[config.mk]
export PLATFORM = sky130hd
export DESIGN_NAME = fsm_control_unit_param
export DESIGN_NICKNAME = d
export VERILOG_FILES = /design/src/rtl/fsm_control_unit_param.sv
export SDC_FILE = /design/constraint.sdc
export NUM_CORES = 1
export LEC_CHECK = 0
export ABC_CLOCK_PERIOD_IN_PS = 2170
export CAP_MARGIN = 20
export CORE_UTILIZATION = 30
export CTS_CLUSTER_SIZE = 14
export DETAILED_ROUTE_END_ITERATION = 8
export HOLD_SLACK_MARGIN = 0.12
export SLEW_MARGIN = 30
export SYNTH_ARGS = -nofsm -noshare
export SYNTH_HDL_FRONTEND = slang
export SYNTH_SLANG_ARGS = --single-unit
[constraint.sdc]
create_clock -name clk -period 2.17 [get_ports clk]
set_clock_uncertainty 0.1 [all_clocks]
set_input_delay 0.3255 -clock clk [delete_from_list [all_inputs] [get_ports clk]]
set_output_delay 0.3255 -clock clk [all_outputs]
set_load 0.01 [all_outputs]
[src/rtl/fsm_control_unit_param.sv]
// ============================================================================
// Module   : fsm_control_unit_param
// Purpose  : Sequencer for RSA modular exponentiation: map, right-to-left
//            square-and-multiply rounds, remap, with start/eoc and abort.
// Revision : 1.0
// ============================================================================
`default_nettype none

module fsm_control_unit_param #(
    parameter int WIDTH     = 8,
    parameter int EXP_WIDTH = WIDTH + 2
) (
    input  logic                 clk,
    input  logic                 rst,
    input  logic                 ena,
    input  logic                 start,
    input  logic                 abort,
    input  logic                 skip_lz,
    input  logic [EXP_WIDTH-1:0] expE,
    output logic                 rst_mmm,
    output logic                 ld_a,
    output logic                 ld_r,
    output logic                 lock1,
    output logic                 lock2,
    output logic [1:0]           sel1,
    output logic                 sel2,
    output logic                 busy,
    output logic                 eoc
);

    localparam int SW = $clog2(WIDTH + 3);
    localparam int RW = $clog2(EXP_WIDTH + 1);
    localparam logic [SW-1:0] c_STEP_LAST = SW'(WIDTH + 2);
    localparam logic [RW-1:0] c_ROUNDS_FULL = RW'(EXP_WIDTH);

    typedef enum logic [3:0] {
        S_IDLE       = 4'd0,
        S_PRE_MAP    = 4'd1,
        S_MAP        = 4'd2,
        S_POST_MAP   = 4'd3,
        S_PRE_MMM    = 4'd4,
        S_MMM        = 4'd5,
        S_POST_MMM   = 4'd6,
        S_PRE_REMAP  = 4'd7,
        S_REMAP      = 4'd8,
        S_POST_REMAP = 4'd9,
        S_DONE       = 4'd10
    } state_t;

    state_t                 r_state;
    logic [SW-1:0]          r_step;
    logic [RW-1:0]          r_round;
    logic [RW-1:0]          r_total;
    logic [EXP_WIDTH-1:0]   r_exp;
    logic [RW-1:0]          w_lz_rounds;
    logic                   w_step_last;

    // Rounds needed to cover the highest set exponent bit; zero exponent still runs one round.
    always_comb begin
        w_lz_rounds = RW'(1);
        for (int i = 0; i < EXP_WIDTH; i++) begin
            if (expE[i]) begin
                w_lz_rounds = RW'(i + 1);
            end
        end
    end

    assign w_step_last = (r_step == c_STEP_LAST);

    always_ff @(posedge clk) begin
        if (rst) begin
            r_state <= S_IDLE;
            r_step  <= '0;
            r_round <= '0;
            r_total <= '0;
            r_exp   <= '0;
        end else if (ena) begin
            if (abort && (r_state != S_IDLE)) begin
                r_state <= S_IDLE;
                r_step  <= '0;
                r_round <= '0;
                r_exp   <= '0;
            end else begin
                case (r_state)
                    S_IDLE, S_DONE: begin
                        if (start) begin
                            r_state <= S_PRE_MAP;
                            r_exp   <= expE;
                            r_total <= skip_lz ? w_lz_rounds : c_ROUNDS_FULL;
                            r_step  <= '0;
                            r_round <= '0;
                        end
                    end
                    S_PRE_MAP:   r_state <= S_MAP;
                    S_MAP: begin
                        r_step <= w_step_last ? '0 : r_step + SW'(1);
                        if (w_step_last) r_state <= S_POST_MAP;
                    end
                    S_POST_MAP: begin
                        r_step  <= '0;
                        r_round <= '0;
                        r_state <= S_PRE_MMM;
                    end
                    S_PRE_MMM:   r_state <= S_MMM;
                    S_MMM: begin
                        r_step <= w_step_last ? '0 : r_step + SW'(1);
                        if (w_step_last) r_state <= S_POST_MMM;
                    end
                    S_POST_MMM: begin
                        r_step  <= '0;
                        r_exp   <= r_exp >> 1;
                        r_round <= r_round + RW'(1);
                        r_state <= (r_round == r_total - RW'(1)) ? S_PRE_REMAP : S_PRE_MMM;
                    end
                    S_PRE_REMAP: r_state <= S_REMAP;
                    S_REMAP: begin
                        r_step <= w_step_last ? '0 : r_step + SW'(1);
                        if (w_step_last) r_state <= S_POST_REMAP;
                    end
                    S_POST_REMAP: r_state <= S_DONE;
                    default:      r_state <= S_IDLE;
                endcase
            end
        end
    end

    // Outputs decode only the state and the current exponent bit.
    always_comb begin
        {rst_mmm, ld_a, ld_r, lock1, lock2, sel1, sel2} = 8'b0000_0000;
        busy = 1'b0;
        eoc  = 1'b0;
        case (r_state)
            S_PRE_MAP, S_MAP: begin
                {rst_mmm, ld_a, ld_r, lock1, lock2, sel1, sel2} = 8'b1101_1000;
                busy = 1'b1;
            end
            S_POST_MAP: begin
                {rst_mmm, ld_a, ld_r, lock1, lock2, sel1, sel2} = 8'b1011_1000;
                busy = 1'b1;
            end
            S_PRE_MMM: begin
                {rst_mmm, ld_a, ld_r, lock1, lock2, sel1, sel2} = {3'b110, r_exp[0], 4'b1011};
                busy = 1'b1;
            end
            S_MMM: begin
                {rst_mmm, ld_a, ld_r, lock1, lock2, sel1, sel2} = {3'b100, r_exp[0], 4'b1011};
                busy = 1'b1;
            end
            S_POST_MMM: begin
                {rst_mmm, ld_a, ld_r, lock1, lock2, sel1, sel2} = {3'b101, r_exp[0], 4'b1011};
                busy = 1'b1;
            end
            S_PRE_REMAP: begin
                {rst_mmm, ld_a, ld_r, lock1, lock2, sel1, sel2} = 8'b1101_0101;
                busy = 1'b1;
            end
            S_REMAP: begin
                {rst_mmm, ld_a, ld_r, lock1, lock2, sel1, sel2} = 8'b1001_0101;
                busy = 1'b1;
            end
            S_POST_REMAP: begin
                {rst_mmm, ld_a, ld_r, lock1, lock2, sel1, sel2} = 8'b1011_0101;
                busy = 1'b1;
            end
            S_DONE: begin
                {rst_mmm, ld_a, ld_r, lock1, lock2, sel1, sel2} = 8'b1001_0101;
                eoc = 1'b1;
            end
            default: ;
        endcase
    end

endmodule

`default_nettype wire

==> Yosys cells after proc, flatten, opt, wreduce, memory -nomap -nowiden <==
Index checks and enable logic that the tools add are counted.
{ "word_totals": {"in_bits": 16, "regBits": 26, "out_inout_bits": 10, "word_cells": 83} }
{ "op_classes": {"n_mux": 35, "eq_ne": 16, "add_sub_neg": 3, "n_bitwise": 1, "n_reduce_logical": 23} }
{ "op_table": {"columns": ["operator", "n"], "rows": [
  ["$mux 4", 17],
  ["$pmux 4 s10", 1],
  ["$pmux 4 s3", 2],
  ["$mux 10", 2],
  ["$pmux 10 s2", 1],
  ["$eq 4x3->1 const B", 4],
  ["$eq 4x4->1 const B", 4],
  ["$reduce_or 7->1", 2],
  ["$ne 3x3->1 const B", 4],
  ["$reduce_bool 4->1", 3],
  ["$reduce_or 10->1", 1],
  ["$reduce_and 3->1", 3],
  ["$reduce_or 3->1", 3],
  ["$reduce_or 9->1", 1],
  ["$add 4x1->4 const B", 2],
  ["$eq 4x2->1 const B", 2],
  ["$reduce_or 4->1", 2],
  ["$mux 1", 7],
  ["$mux 2", 3],
  ["$reduce_or 6->1", 1],
  ["$reduce_and 5->1", 1],
  ["$eq 4x1->1 const B", 1],
  ["$eq 4x4->1", 1],
  ["$logic_not 4->1", 1],
  ["8 further kinds", 9]
]} }

==> Longest topological paths before layout <==
Gate-level depths: netlist of the first run.
{ "logic_depth": {"depth_word": 10, "depth_mapped": 9, "depth_no_buf": 7} }

==> Worst setup path after synthesis of the first run <==
OpenSTA, ideal clock, no wires.
{ "synth_timing": {"kind": "register to register", "startpoint": "register r_state[1]", "endpoint": "register r_round[3]", "stages_incl_launch_ff": 7, "required_ns": 2.000, "path_slack_ns": 0.395, "arrival_ns": 1.605, "path_cell_list": "dfxtp_1 buf_4 and4bb_1 a211o_1 o211ai_2 or4_1 a21oi_1"} }
{ "synth_via": {"elab_chain_cells": 4, "word_cells_on_any_way": 12, "cone_classes": "4 x eq/ne; 2 x mux; 6 x reduce/logical"} }
{ "synth_lines": {"columns": ["item", "line", "rtl"], "rows": [
  ["start, declared", "50", "state_t r_state;"],
  ["start signal, assigned", "113", "r_state <= (r_round == r_total - RW'(1)) ? S_PRE_REMAP : S_PRE_MMM;"],
  ["$eq 4x4->1 (tied with other cells)", "84", "case (r_state)"],
  ["$reduce_or 2->1 / $logic_and 1x1->1 (equally long branches)", "84, 78", null],
  ["$ne 3x3->1 (no source line) (tied with other cells)", null, null],
  ["$reduce_and 3->1 (no source line) / $mux 4 (equally long branches)", null, null],
  ["end signal, assigned", "112", "r_round <= r_round + RW'(1);"],
  ["end, declared", "52", "logic [RW-1:0] r_round;"]
]} }
Several ways; a longest one is shown, not always the timed one.
A chain may end at the register's enable or synchronous reset.

==> Worst setup path in the final report of the first run <==
{ "layout_timing": {"startpoint": "register r_state[2]", "endpoint": "output eoc"} }
{ "layout_via": {"elab_chain_cells": 2} }
{ "layout_lines": {"columns": ["item", "line", "rtl"], "rows": [
  ["$eq 4x4->1", "132", "case (r_state)"],
  ["$mux 1", "132", null],
  ["end, declared", "28", "output logic eoc"]
]} }
Every way passes these cells.

==> impl_metrics.csv, run 1 <==
group,metric,value,unit
grt,grt_pass1_wl,7570,µm
grt,antenna_found_initial,0,
worst_setup_path,ff2ff_path_depth,9,
yosys,synthArstFlopShare,0,%
route,routed_wl,4360,µm
clock_network,clk_path_buf_depth,2,
worst_setup_path,cp.depth,3,
grt,grt_pass1_vias,1616,
sta,fmax,489,MHz
worst_hold_path,worstHoldPathType,"flop to flop",
placed_design,place_area,2280,µm²
sta,hold_violations,0,
yosys,yosysSeqAreaShare,28.1,%
yosys,synth_cell_types,55,
route,wl_per_cell,12.7,µm
power_and_ir_drop,power_density,521,nW/µm²
floorplanning,dieArea,6480,µm²
worst_setup_path,crit_buf_inv,2,
finish,diodes,0,
worst_setup_path,cpPeakStageDelay,0.54,ns
placed_design,io_buffers,25,
yosys,synth_ff_type,"dfxtp_1",
worst_hold_path,min_path_cells,2,
clock_network,root_buffer,"clkbuf_8",
yosys,synth_edf_count,0,
route,drt_iter0_markers,101,
finish,seq_area,529,µm²
floorplanning,io_pins,26,
finish,nNetsFinal,288,
sta,tightest_slew,0.607,ns
grt,grt_max_degree,31,
grt,track_usage,14.9,%
route,wl_met1,2220,µm
worst_setup_path,arrival,1.62,ns
placed_design,dp_hpwl,3280,µm
power_and_ir_drop,ir_drop,0.178,mV
worst_setup_path,crit_path_top_delay_cell,"clkdlybuf4s50_1",
worst_setup_path,cp-end-kind,"primary output",
placed_design,placed_cells,338,
route,top_layer,"met4",
floorplanning,die_x,80.5,µm
yosys,synth_fp_nets,250,
placed_design,place_ws,-0.104,ns
finish,area_growth,29.9,%
yosys,syn_area,1850,µm²
finish,num-fill-cells,599,
sta,slew_headroom,59.4,%
floorplanning,dieHeight,80.5,µm
worst_setup_path,crit_chain,"buf_4 > and4bb_1 > clkdlybuf4s50_1",
clock_network,path_clk_slew,0.09,ns
worst_setup_path,cp.required,1.74,ns
clock_network,cts_setup_buffers,0,
yosys,synth.avg_cell_area,8.04,µm²
clock_network,cts_buffers,3,
clock_network,cts_tree,"done",
finish,drive_gt1_share,16.9,%
clock_network,h-tree-depth,1,
finish,stdcell_area,2400,µm²
worst_setup_path,start_kind,"flop",
placed_design,place_congestion,0.774,
route,antenna_left,0,
sta,slew_viol_final,0,
finish,final_cells,342,
route,vias_per_cell,5.13,
clock_network,clk_latency,0.28,ns
sta,setup_viol,0,
route,wl_met2,1970,µm
route,route.detailed.drc,0,
yosys,ys_warn_count,0,
worst_setup_path,cp_max_fo,6,
worst_setup_path,path_class,"flop to primary output",
sta,fin_crit,2.05,ns
sta,fin_hold_ws,0.357,ns
run,cap_violations,0,
sta,setup_ws,0.124,ns
power_and_ir_drop,leakage,0.991,nW
sta,fin_tns_setup,0,ns
yosys,syn_inst,230,
yosys,ys_seq_elements,26,
sta,grt_setup_unrepaired,"false",
route,vias,1753,
clock_network,clock_sinks,26,
route,routed-wl-met3,122,µm
worst_setup_path,cpLargestDelayFamily,"buffers and inverters",
finish,multi_input_area,1230,µm²
floorplanning,rows,28,
floorplanning,core_region_area,5920,µm²
clock_network,ctsHoldBuffers,0,
sta,fin_crit_sh,94.3,%
grt,grt_remaining_overflow,0,
route,dr.pass1.iters,4,
run_status,status,"finished, final reports clean",
floorplanning,start_util,31.2,%
[metrics by stage]
step                power [mW]  utilization [%]
finish                    1.25             40.6
global route              1.32             40.6
CTS                       1.26             40.0
detailed placement       0.850             38.5
global placement         0.848             38.5
floorplan                0.714                -
[cell usage after synthesis, drive strengths merged (5+ instances only)]
| cell type | number | area share (%) |
|---|---|---|
| a21oi | 26 | 7.0 |
| buf | 12 | 4.1 |
| dfxtp | 26 | 28 |
| inv | 10 | 2.0 |
| mux2i | 8 | 4.3 |
| nand2 | 20 | 4.1 |
| nand2b | 8 | 2.7 |
| nand3 | 6 | 1.6 |
| nor2 | 18 | 3.7 |
| nor2b | 5 | 1.7 |
| nor3 | 5 | 1.6 |
| o21ai | 7 | 2.1 |
| or3 | 13 | 4.4 |
| xnor2 | 7 | 3.7 |
[worst reg2reg max path: stages, from the launching register on]
cell and delay, ns:
dfxtp_2 0.38, buf_4 0.15, and4bb_1 0.23, a211o_1 0.26
buf_4 0.14, o211ai_2 0.22, buf_4 0.16, buf_4 0.10
o21ai_0 0.08, a21oi_1 0.12
[sequential cells by signal, indices dropped and copies added (netlist names)]
name / flops
r_exp: 10
r_round: 4
r_state: 4
r_step: 4
r_total: 4
[final timing paths]
path,slack (ns),start,to
worst max-delay path,0.12,r_state[2]$_SDFFE_PP0P_,eoc
worst min register to register,0.36,r_exp[1]$_SDFFE_PP0P_,r_exp[1]$_SDFFE_PP0P_
worst min-delay path,0.36,r_exp[1]$_SDFFE_PP0P_,r_exp[1]$_SDFFE_PP0P_
worst max register to register,0.17,r_state[2]$_SDFFE_PP0P_,r_round[2]$_SDFFE_PP0P_
[placed cells by master, fill, tap and decap left out, types with 4 or more instances in the layout]
cell type	synthesis	final
dfxtp_1	26	23
a21oi_1	26	26
inv_1	10	10
buf_4	4	22
ha_1	4	4
clkdlybuf4s50_1	0	16
xnor2_1	6	5
nand2_1	20	20
nor2b_1	5	5
dlymetal6s2s_1	0	6
nor2_1	18	18
nand3_1	6	6
nand2b_1	8	8
o21ai_0	6	6
nor3_1	4	4
mux2i_1	8	8
or3_1	13	13
nand3b_1	4	4
[power breakdown]
| group | leakage (nW) | internal, mW | switching (mW) |
|---|---|---|---|
| logic | 0.742 | 0.163 | 0.157 |
| clock network | 0.0357 | 0.247 | 0.166 |
| registers | 0.213 | 0.499 | 0.0190 |
[timing repair]
item,4_1_cts,5_1_grt
endpoints found under the setup margin,8,7
gates resized for setup,9,10
pin swaps,0,0
[logic make-up after synthesis]
logic type	after synthesis	synth area share, %
AOI/OAI and AO/OA	61	24.0
xor gates and xnor gates	9	4.67
adders and majority gates	4	2.71
buffers and inverters	25	6.77
DFF	26	28.1
muxes	8	4.33
and+or+nand+nor	97	29.4
[area by class of cell]
type	instances	share of cell area, %
tap	75	3.91
clock inverter	1	1.25
timing repair buffer	48	18.2
multi-input combinational	179	51.3
sequential	26	22.0
inverter	10	1.56
clock buffer	3	1.72
[metal layers]
metal	up-vias	global-route usage, %
li1	902	-
met1	821	19.9
met2	26	24.3
met3	4	2.73
met4	0	3.75
met5	-	0
No activity file was read; power rests on OpenSTA's default activity.
==> inputs of run 2 (changes only) <==
CTS_CLUSTER_SIZE = unset   (was 14)
==> results of run 2 <==
Same layout as run 1: the final DEF is identical, and so are final timing and power.
==> inputs of run 3 (changes only) <==
--- a/constraint.sdc
+++ b/constraint.sdc
@@ -4,2 +4,2 @@
 set_output_delay 0.3255 -clock clk [all_outputs]
-set_load 0.01 [all_outputs]
+set_load 0.05 [all_outputs]
==> run 3 against run 2 <==
  * Cell area is 1.6% higher
  * Fmax is 1.9% lower
  * Clock-buffer cell count stayed put
  * Via count is 1.1% lower
  * Hold slack worse by 0.00058 ns
  * Setup slack worse by 0.040 ns
  * Sequential share of layout area is 0.70 points lower
  * Critical endpoint is now r_exp[9]$_SDFFE_PP0P_
  * Largest power group unchanged
  * Highest routed layer unchanged
==> impl_metrics.csv, run 3 (synthesized netlist as in run 1, its figures left out) <==
group,metric,value,unit
finish,largest_reg_flops,10,
worst_setup_path,reg2reg_slack,0.14,ns
grt,grt_util_met2,24.4,%
grt,grt_use_met3,3.30,%
route,vias_per_cell,5.15,
grt,grt_most_used_layer,"met2",
power_and_ir_drop,power_density,551,nW/µm²
route,route.detailed.drc,0,
run_status,status,"finished, final reports clean",
worst_setup_path,r2r_start,"r_state[3]$_SDFFE_PP0P_",
worst_hold_path,min-delay-start,"r_exp[1]$_SDFFE_PP0P_",
worst_setup_path,crit_chain,"clkdlybuf4s50_1 > and3b_1 > o21ai_2 > nand3_1 > buf_12 > or4b_1 > a21oi_1",
power_and_ir_drop,ir_drop,0.215,mV
worst_setup_path,ff2ff_path_depth,6,
finish,diodes,0,
route,vias,1734,
worst_setup_path,rr_endpoint,"r_exp[9]$_SDFFE_PP0P_",
worst_setup_path,cp-end-kind,"flop",
clock_network,ctsHoldBuffers,0,
clock_network,h-tree-depth,1,
route,routed_wl,4420,µm
clock_network,clock_sinks,26,
grt,gr-usage-met1,19.5,%
sta,hold_violations,0,
grt,track_usage,14.7,%
floorplanning,rows,28,
clock_network,root_buffer,"clkbuf_8",
worst_setup_path,crit_path_top_delay_cell,"clkdlybuf4s50_1",
route,dr.pass1.iters,4,
worst_setup_path,cpLargestDelayFamily,"simple AND/OR/NAND/NOR gates",
grt,antenna_found_initial,0,
worst_hold_path,hold_end,"r_exp[1]$_SDFFE_PP0P_",
finish,drive_gt1_share,17.6,%
run,cap_violations,0,
worst_setup_path,path_class,"input port to flop",
grt,grt_pass1_vias,1672,
clock_network,clk_latency,0.28,ns
placed_design,place_congestion,0.802,
sta,tightest_slew,0.661,ns
finish,area_growth,31.9,%
floorplanning,io_pins,26,
sta,grt_setup_unrepaired,"false",
power_and_ir_drop,power.total,1.35,mW
placed_design,dp_hpwl,3340,µm
grt,grt_max_degree,31,
sta,slew_viol_final,0,
floorplanning,core_region_area,5920,µm²
sta,slew_headroom,55.8,%
clock_network,clk_path_buf_depth,2,
placed_design,place_ws,-0.181,ns
sta,setup_ws,0.0837,ns
sta,setup_viol,0,
clock_network,cts_setup_buffers,0,
clock_network,cts_buffers,3,
floorplanning,start_util,31.2,%
placed_design,io_buffers,25,
worst_setup_path,cp.depth,7,
grt,grt_remaining_overflow,0,
worst_setup_path,start_kind,"input port",
worst_setup_path,crit_buf_inv,2,
power_and_ir_drop,leakage,0.898,nW
finish,num-fill-cells,589,
route,drt_iter0_markers,79,
worst_hold_path,min_path_cells,2,
route,antenna_left,0,
sta,fin_crit,2.09,ns
clock_network,path_clk_slew,0.10,ns
finish,seq_area,520,µm²
finish,utilization,41.2,%
worst_setup_path,cp.required,2.29,ns
worst_setup_path,cp_max_fo,20,
floorplanning,dieArea,6480,µm²
sta,fin_crit_sh,96.1,%
finish,layout_common_cells,"a21oi_1 (26), dfxtp_1 (26), nand2_1 (20)",
finish,largest_register,"r_exp",
floorplanning,die_x,80.5,µm
clock_network,cts_tree,"done",
floorplanning,dieHeight,80.5,µm
sta,fmax,479,MHz
worst_hold_path,worstHoldPathType,"flop to flop",
route,wl_per_cell,13.1,µm
sta,fin_hold_ws,0.357,ns
finish,nNetsFinal,283,
sta,fin_tns_setup,0,ns
finish,multi_input_area,1210,µm²
worst_setup_path,arrival,2.20,ns
worst_setup_path,cpPeakStageDelay,0.50,ns
grt,grt_pass1_wl,7620,µm
-- run 3: changes by cell type in the layout (fill, tap and decap cells not counted), sizes merged --
cell,delta
dlymetal6s2s,-6
clkdlybuf4s50,-1
dlygate4sd2,-3
buf,+5
-- run 3: routing by layer --
metal  up-vias  routed length, µm
li1        894                  -
met1       808               2190
met2        26               2060
met3         6                135
met4         0                 38
met5         -                  0
-- run 3: worst max-delay path by stage --
stage,start,to,slack [ns]
after floorplan,r_state[2]$_SDFFE_PP0P_,sel1[1],-0.16
after global placement,abort,r_exp[9]$_SDFFE_PP0P_,-0.17
after detailed placement,abort,r_exp[9]$_SDFFE_PP0P_,-0.18
after CTS,abort,r_exp[9]$_SDFFE_PP0P_,0.08
after global routing,r_state[1]$_SDFFE_PP0P_,sel1[1],0.01
final,abort,r_exp[9]$_SDFFE_PP0P_,0.08
-- run 3: metrics by stage --
stage / instances / area [µm²]
global route: 337 / 2440
floorplan: 230 / 1850
global placement: 333 / 2370
finish: 337 / 2440
detailed placement: 333 / 2370
CTS: 337 / 2440
-- run 3: worst register-to-register path, cell delays in order (launching register included) --
cell and delay (ns):
dfxtp_1 0.43, and4bb_1 0.30, a211o_1 0.16, nand3_1 0.14, buf_12 0.19, or4b_1 0.51, a21oi_1 0.14
-- run 3: power breakdown --
group	internal [mW]	total, mW	switching, mW
Combinational	0.200	0.421	0.221
Sequential	0.499	0.515	0.0159
Clock	0.247	0.409	0.162
-- run 3: repair_timing --
| action | in CTS | in global routing |
|---|---|---|
| resized for setup | 0 | 2 |
| hold endpoints to repair | 0 | 0 |
| endpoints found under the setup margin | 0 | 2 |
-- run 3: area by class of cell --
type / count / area share, %
repair buffers: 43 / 20.9
inverters: 10 / 1.54
flip-flops and latches: 26 / 21.3
multi-input cells: 179 / 49.4
well taps: 75 / 3.85
clock inverters: 1 / 1.23
clock buffers: 3 / 1.69
